### src/rtl/pcileech_tbx4_bridge_endpoint.sv
// IO-bridge endpoint of the TB x4 link: frames host words onto BUS_DO, buffers BUS_DI results
// in a first-word-fall-through FIFO and qualifies the host link before asserting TB_CONNECT.
module pcileech_tbx4_bridge_endpoint #(
  parameter int unsigned DI_FIFO_DEPTH       = 64,
  parameter int unsigned DI_PROG_FULL_THRESH = 48,
  parameter int unsigned LINK_WAIT           = 1024
) (
  input  logic                             clk,
  input  logic                             rst,
  input  logic                             host_link_up,
  input  logic [31:0]                      tx_data,
  input  logic                             tx_valid,
  output logic                             tx_ready,
  output logic [63:0]                      rx_data,
  output logic                             rx_valid,
  input  logic                             rx_ready,
  output logic [40:0]                      BUS_DO,
  output logic                             BUS_DO_CLK,
  input  logic [66:0]                      BUS_DI,
  output logic                             BUS_DI_PROG_FULL,
  output logic                             TB_CONNECT,
  output logic [$clog2(DI_FIFO_DEPTH):0]   rx_level,
  output logic [15:0]                      rx_drop_count
);

  localparam int unsigned PtrW = $clog2(DI_FIFO_DEPTH);
  localparam int unsigned LvlW = PtrW + 1;
  localparam int unsigned CntW = $clog2(LINK_WAIT + 1);

  typedef enum logic [1:0] {StDisconnected, StQualify, StConnected} link_state_e;

  link_state_e       state_q;
  logic [CntW-1:0]   wait_cnt_q;
  logic              connected_q;
  logic [3:0]        seq_q;
  logic [40:0]       bus_do_q;

  // Link qualification, TX framing and sequence numbering share one registered FSM.
  always_ff @(posedge clk) begin
    if (rst) begin
      state_q     <= StDisconnected;
      wait_cnt_q  <= '0;
      connected_q <= 1'b0;
      seq_q       <= '0;
      bus_do_q    <= '0;
    end else begin
      bus_do_q <= '0;
      if (connected_q && tx_valid) begin
        bus_do_q <= {1'b1, seq_q, 4'h0, tx_data};
        seq_q    <= seq_q + 4'd1;
      end
      unique case (state_q)
        StDisconnected: begin
          if (host_link_up) begin
            state_q    <= StQualify;
            wait_cnt_q <= '0;
          end
        end
        StQualify: begin
          if (!host_link_up) begin
            state_q <= StDisconnected;
          end else if (wait_cnt_q == CntW'(LINK_WAIT - 1)) begin
            state_q     <= StConnected;
            connected_q <= 1'b1;
            seq_q       <= '0;
          end else begin
            wait_cnt_q <= wait_cnt_q + CntW'(1);
          end
        end
        StConnected: begin
          if (!host_link_up) begin
            state_q     <= StDisconnected;
            connected_q <= 1'b0;
          end
        end
        default: begin
          state_q     <= StDisconnected;
          connected_q <= 1'b0;
        end
      endcase
    end
  end

  assign tx_ready   = connected_q;
  assign TB_CONNECT = connected_q;
  assign BUS_DO     = bus_do_q;
  assign BUS_DO_CLK = clk;

  logic [63:0]     mem_q [DI_FIFO_DEPTH];
  logic [PtrW-1:0] wr_ptr_q, rd_ptr_q;
  logic [LvlW-1:0] level_q, level_d;
  logic            prog_full_q;
  logic [15:0]     drop_q;
  logic            di_valid, full, rd_en, wr_en, drop;
  logic            unused_di;

  assign unused_di = ^BUS_DI[65:64];
  assign di_valid  = BUS_DI[66];
  assign full      = (level_q == LvlW'(DI_FIFO_DEPTH));
  assign rx_valid  = (level_q != '0);
  assign rd_en     = rx_valid && rx_ready;
  // A full FIFO still takes a word when the host pops one in the same cycle.
  assign wr_en     = di_valid && connected_q && (!full || rd_en);
  assign drop      = di_valid && !wr_en;

  always_comb begin
    level_d = level_q;
    if (wr_en && !rd_en) begin
      level_d = level_q + LvlW'(1);
    end else if (!wr_en && rd_en) begin
      level_d = level_q - LvlW'(1);
    end
  end

  always_ff @(posedge clk) begin
    if (wr_en) begin
      mem_q[wr_ptr_q] <= BUS_DI[63:0];
    end
  end

  always_ff @(posedge clk) begin
    if (rst) begin
      wr_ptr_q    <= '0;
      rd_ptr_q    <= '0;
      level_q     <= '0;
      prog_full_q <= 1'b0;
      drop_q      <= '0;
    end else begin
      if (wr_en) begin
        wr_ptr_q <= wr_ptr_q + PtrW'(1);
      end
      if (rd_en) begin
        rd_ptr_q <= rd_ptr_q + PtrW'(1);
      end
      level_q     <= level_d;
      prog_full_q <= (level_q >= LvlW'(DI_PROG_FULL_THRESH));
      if (drop && (drop_q != 16'hFFFF)) begin
        drop_q <= drop_q + 16'd1;
      end
    end
  end

  assign rx_data          = rx_valid ? mem_q[rd_ptr_q] : 64'd0;
  assign rx_level         = level_q;
  assign rx_drop_count    = drop_q;
  assign BUS_DI_PROG_FULL = prog_full_q;

endmodule

### config.mk
export PLATFORM = sky130hd
export DESIGN_NAME = pcileech_tbx4_bridge_endpoint
export DESIGN_NICKNAME = d
export VERILOG_FILES = /design/src/rtl/pcileech_tbx4_bridge_endpoint.sv
export SDC_FILE = /design/constraint.sdc
export NUM_CORES = 2
export LEC_CHECK = 0
export CAP_MARGIN = 20
export CORE_UTILIZATION = 45
export CTS_CLUSTER_DIAMETER = 200
export DETAILED_ROUTE_END_ITERATION = 16
export SLEW_MARGIN = 20
export SYNTH_ARGS = -nofsm -noshare
export SYNTH_HDL_FRONTEND = slang
export SYNTH_SLANG_ARGS = --single-unit
### constraint.sdc
create_clock -name clk -period 11.9 [get_ports clk]
set_clock_uncertainty 0.1 [all_clocks]
set_input_delay 1.19 -clock clk [delete_from_list [all_inputs] [get_ports clk]]
set_output_delay 1.19 -clock clk [all_outputs]
set_load 0.1 [all_outputs]
Word level (Yosys, flattened, before mapping)
Memories as Yosys holds them, arrays and structs flattened. A register that Yosys moved wholly into a read port is not among the register bits.
Cells that the tools add are included.
Operators by class
  $lt $le $gt $ge: 1
  reductions and logical operators: 20
  equality and inequality tests: 11
  muxes and demuxes: 25
  bitwise gates (word level): 2
  add/sub/neg operators: 7
Operators with widths (number)
  $mux W64: 1
  $mux W41: 1
  $mux W11: 3
  $pmux W11 S2: 1
  $add A16 B1 Y16 const B: 1
  $mux W4: 4
  $ne A16 B16 Y1 const B: 1
  $mux W7: 2
  $add A6 B1 Y6 const B: 2
  $mux W6: 2
  $add A11 B1 Y11 const B: 1
  $eq A11 B10 Y1 const B: 1
  $ne A2 B2 Y1 const B: 5
  $logic_and A1 B1 Y1: 8
  $mux W2: 4
  $reduce_and A4 Y1: 2
  $add A7 B1 Y7 const B: 1
  $eq A7 B7 Y1 const B: 1
  $ge A7 B6 Y1 const B: 1
  $reduce_bool A7 Y1: 1
  $sub A7 B1 Y7 const B: 1
  $pmux W2 S3: 1
  $mux W1: 5
  $add A4 B1 Y4 const B: 1
  11 further kinds: 15
Storage, ports and cells
  flip-flop bits (word level): 95
  memories kept: 1
  output and inout port bits: 133
  bits in writable memories: 4096
  input port bits: 104
  word-level logic and storage cells: 78
Memory list
  mem_q: words 64, width 64, rd ports 1, clocked after Yosys merged registers in 1, wr ports 1, line 89  | logic [63:0] mem_q [DI_FIFO_DEPTH];

Depth between registers and ports, before layout
  depth in word-level cells: 8
  depth in mapped cells: 11
  mapped depth without buffers: 11

==> impl_metrics.env <==
export IMPL_p_leak_nw=53.7
export IMPL_arrival_ns=7.16
export IMPL_r2r_start="rx_level[3]"
export IMPL_endpoint_kind="output pin"
export IMPL_overflow=0
export IMPL_synth_seq_cells=4193
export IMPL_grt_max_degree=117
export IMPL_fin_util_pct=51.6
export IMPL_yosysWarnings=0
export IMPL_min_from="seq_q[3]"
export IMPL_grtUsageTotal_pct=24.0
export IMPL_ys_types=70
export IMPL_antenna_found_initial=34
export IMPL_rows=217
export IMPL_drv_cap=0
export IMPL_ys_flop_type="edfxtp_1"
export IMPL_synth_edf_count=4096
export IMPL_die_h_um=597
export IMPL_rsz0062_at_grt="no"
export IMPL_syn_cell_area_um2=159000
export IMPL_firstDrtPassIters=5
export IMPL_grt_pass1_wl_um=597000
export IMPL_num_fill_cells=26979
export IMPL_drt_vias_per_instance=6.23
export IMPL_dpl_hpwl_um=228000
export IMPL_ys_async_sr_fraction_pct=0
export IMPL_critical_path_startpoint_type="clock port"
export IMPL_ios=237
export IMPL_path_class="clock port to output pin"
export IMPL_coreArea_um2=351000
export IMPL_synthToLayoutAreaGrowth_pct=13.7
export IMPL_drt_iter0_markers=9449
export IMPL_hold_viol=0
export IMPL_whs_path_depth=1
export IMPL_setup_viol=0
export IMPL_synth_cells=6847
export IMPL_clk_pin_slew_worst_paths_ns=0.06
export IMPL_path_max_fanout=4
export IMPL_ant_nets=0
export IMPL_initial_utilization_pct=45.4
export IMPL_cts_tree="done"
export IMPL_wl_per_cell_um=34.6
export IMPL_tns_ns=0
export IMPL_worst_pin_slew_ns=1.23
export IMPL_dieWidth_um=597
export IMPL_required_ns=10.61
export IMPL_cts_resized=0
export IMPL_peakVddDrop_mv=0.146
export IMPL_relSlewSlack_pct=17.8
export IMPL_timing_rr_end="mem_q[49][46]"
export IMPL_r2r_setup_slack_ns=6.67
export IMPL_powerDensity_nw_per_um2=163
export IMPL_layout_drive_gt1_share_pct=26.1
export IMPL_grt_pass1_vias=77071
export IMPL_post_synth_cell_area_avg_um2=23.2
export IMPL_worstHoldEndpoint="BUS_DO[39]"
export IMPL_status="completed"
export IMPL_die_area_um2=356000
export IMPL_wirelength_um=430000
export IMPL_yosysSeqAreaShare_pct=78.5
export IMPL_fin_nets=7442
export IMPL_r2r_cells=7
export IMPL_place_congestion=0.779
export IMPL_route_detailed_drc=0
export IMPL_drv_slew=0
export IMPL_post_cts_buffers=0
export IMPL_clk_latency_ns=1.08
export IMPL_numPortBuffers=230
export IMPL_total_power_mw=29.4
export IMPL_holdBufCountCts=0
export IMPL_num_vias=77276
export IMPL_hold_class="flop to flop"
## registers in the layout (all words and copies together) (netlist names), named ones only
name              flops
mem_q              4096
BUS_DO               37
rx_drop_count        16
wait_cnt_q           11
rx_level              7
rd_ptr_q              6
wr_ptr_q              6
seq_q                 4
state_q               2
BUS_DI_PROG_FULL      1
TB_CONNECT            1
## kinds of logic after synthesis
kind of cell / synth area share, %
flops: 78.5
mux: 16.3
compound gates: 2.40
buf+inv: 1.23
simple gates: 1.29
xor+xnor: 0.143
fa+ha+maj: 0.107
other cells: 0.00236
## layer usage
layer / share of wire [%] / up-vias / GRT usage [%] / wire, um
met1: 41 / 42433 / 34.5 / 175000
li1: - / 30425 / - / -
met5: 0.0030 / - / 0 / 13
met2: 47 / 3688 / 37.8 / 203000
met4: 3.9 / 2 / 8.56 / 16600
met3: 8.1 / 728 / 3.20 / 35000
## cells in the mapped netlist (all sizes together), types with 2 or more instances
| master | count | area share (%) |
|---|---|---|
| or4 | 7 | 0.038 |
| a221oi | 31 | 0.17 |
| nor4 | 3 | 0.012 |
| or3b | 4 | 0.022 |
| a22o | 30 | 0.17 |
| o221ai | 49 | 0.31 |
| nor3 | 69 | 0.22 |
| inv | 12 | 0.028 |
| nor2 | 114 | 0.27 |
| nand2 | 28 | 0.072 |
| a21oi | 22 | 0.069 |
| xnor2 | 7 | 0.039 |
| o31ai | 6 | 0.028 |
| edfxtp | 4096 | 77 |
| nand4 | 11 | 0.061 |
| dfxtp | 97 | 1.2 |
| o21a | 34 | 0.16 |
| o311a | 13 | 0.082 |
| mux2i | 291 | 1.8 |
| a22oi | 118 | 0.56 |
| nand2b | 8 | 0.031 |
| o22ai | 143 | 0.56 |
| or2 | 5 | 0.020 |
| o21ai | 19 | 0.067 |
| nand3 | 68 | 0.22 |
| ha | 12 | 0.094 |
| a21o | 3 | 0.014 |
| and3 | 6 | 0.024 |
| o211ai | 6 | 0.031 |
| mux4 | 1020 | 14 |
| nor2b | 6 | 0.024 |
| a31oi | 2 | 0.0079 |
| nor4b | 3 | 0.017 |
| o211a | 22 | 0.14 |
| clkbuf | 130 | 0.31 |
| and2 | 45 | 0.18 |
| or3 | 9 | 0.035 |
| a211oi | 2 | 0.0094 |
| nand3b | 5 | 0.024 |
| buf | 259 | 0.89 |
| mux2 | 2 | 0.014 |
| xor2 | 19 | 0.10 |
## worst max-delay path, stage by stage
cell and delay, ns:
clkbuf_16 0.12, clkbuf_16 0.13, clkdlybuf4s50_1 0.95
## cell usage in the layout (no fill, tap or decap), types with 23 or more instances in the layout
cell / instances
clkinv_2: 80
a22o_1: 30
edfxtp_1: 4096
nand2_1: 23
nor2_4: 68
nand3_1: 66
clkbuf_1: 97
buf_4: 208
o22ai_1: 143
mux4_2: 1020
o21a_1: 34
diode_2: 29
mux2i_1: 291
o221ai_1: 38
a22oi_1: 118
bufinv_16: 33
nor3_1: 69
clkdlybuf4s50_1: 162
buf_2: 50
a221oi_1: 31
clkbuf_16: 434
dfxtp_1: 93
and2_1: 39
nor2_1: 45
clkinv_1: 84
## per-stage QoR
step	std cells	setup slack, ns	area [um^2]	hold slack [ns]
after global routing	12391	3.41	181000	0.413
final	12399	3.45	181000	0.396
after floorplan	6850	4.45	159000	0.349
after detailed placement	11600	3.72	167000	0.385
after global placement	11599	3.72	167000	0.375
after CTS	12366	3.44	181000	0.397
## area by class of cell
class / count / area, um^2 / share of cell area (%)
antenna: 29 / 72.6 / 0.0401
clock buffer: 540 / 11300 / 6.26
clock inverter: 227 / 2080 / 1.15
inverter: 12 / 45.0 / 0.0249
multi-input combinational: 2256 / 32800 / 18.1
sequential: 4193 / 125000 / 69.1
tap: 4708 / 5890 / 3.26
timing repair buffer: 434 / 3740 / 2.07
## worst max path at each step
stage          from     endpoint  slack, ns
5_1_grt        flop  rx_data[40]       3.41
3_3_place_gp    clk   BUS_DO_CLK       3.72
6_report        clk   BUS_DO_CLK       3.45
3_5_place_dp    clk   BUS_DO_CLK       3.72
4_1_cts         clk   BUS_DO_CLK       3.44
2_1_floorplan   clk   BUS_DO_CLK       4.45
## power by group
group	internal (mW)	switching (mW)	leakage (nW)
clock	7.42	5.57	6.57
sequential	16.2	0.00159	37.6
combinational	0.0245	0.210	9.55
No activity file was read; power rests on OpenSTA's default activity.
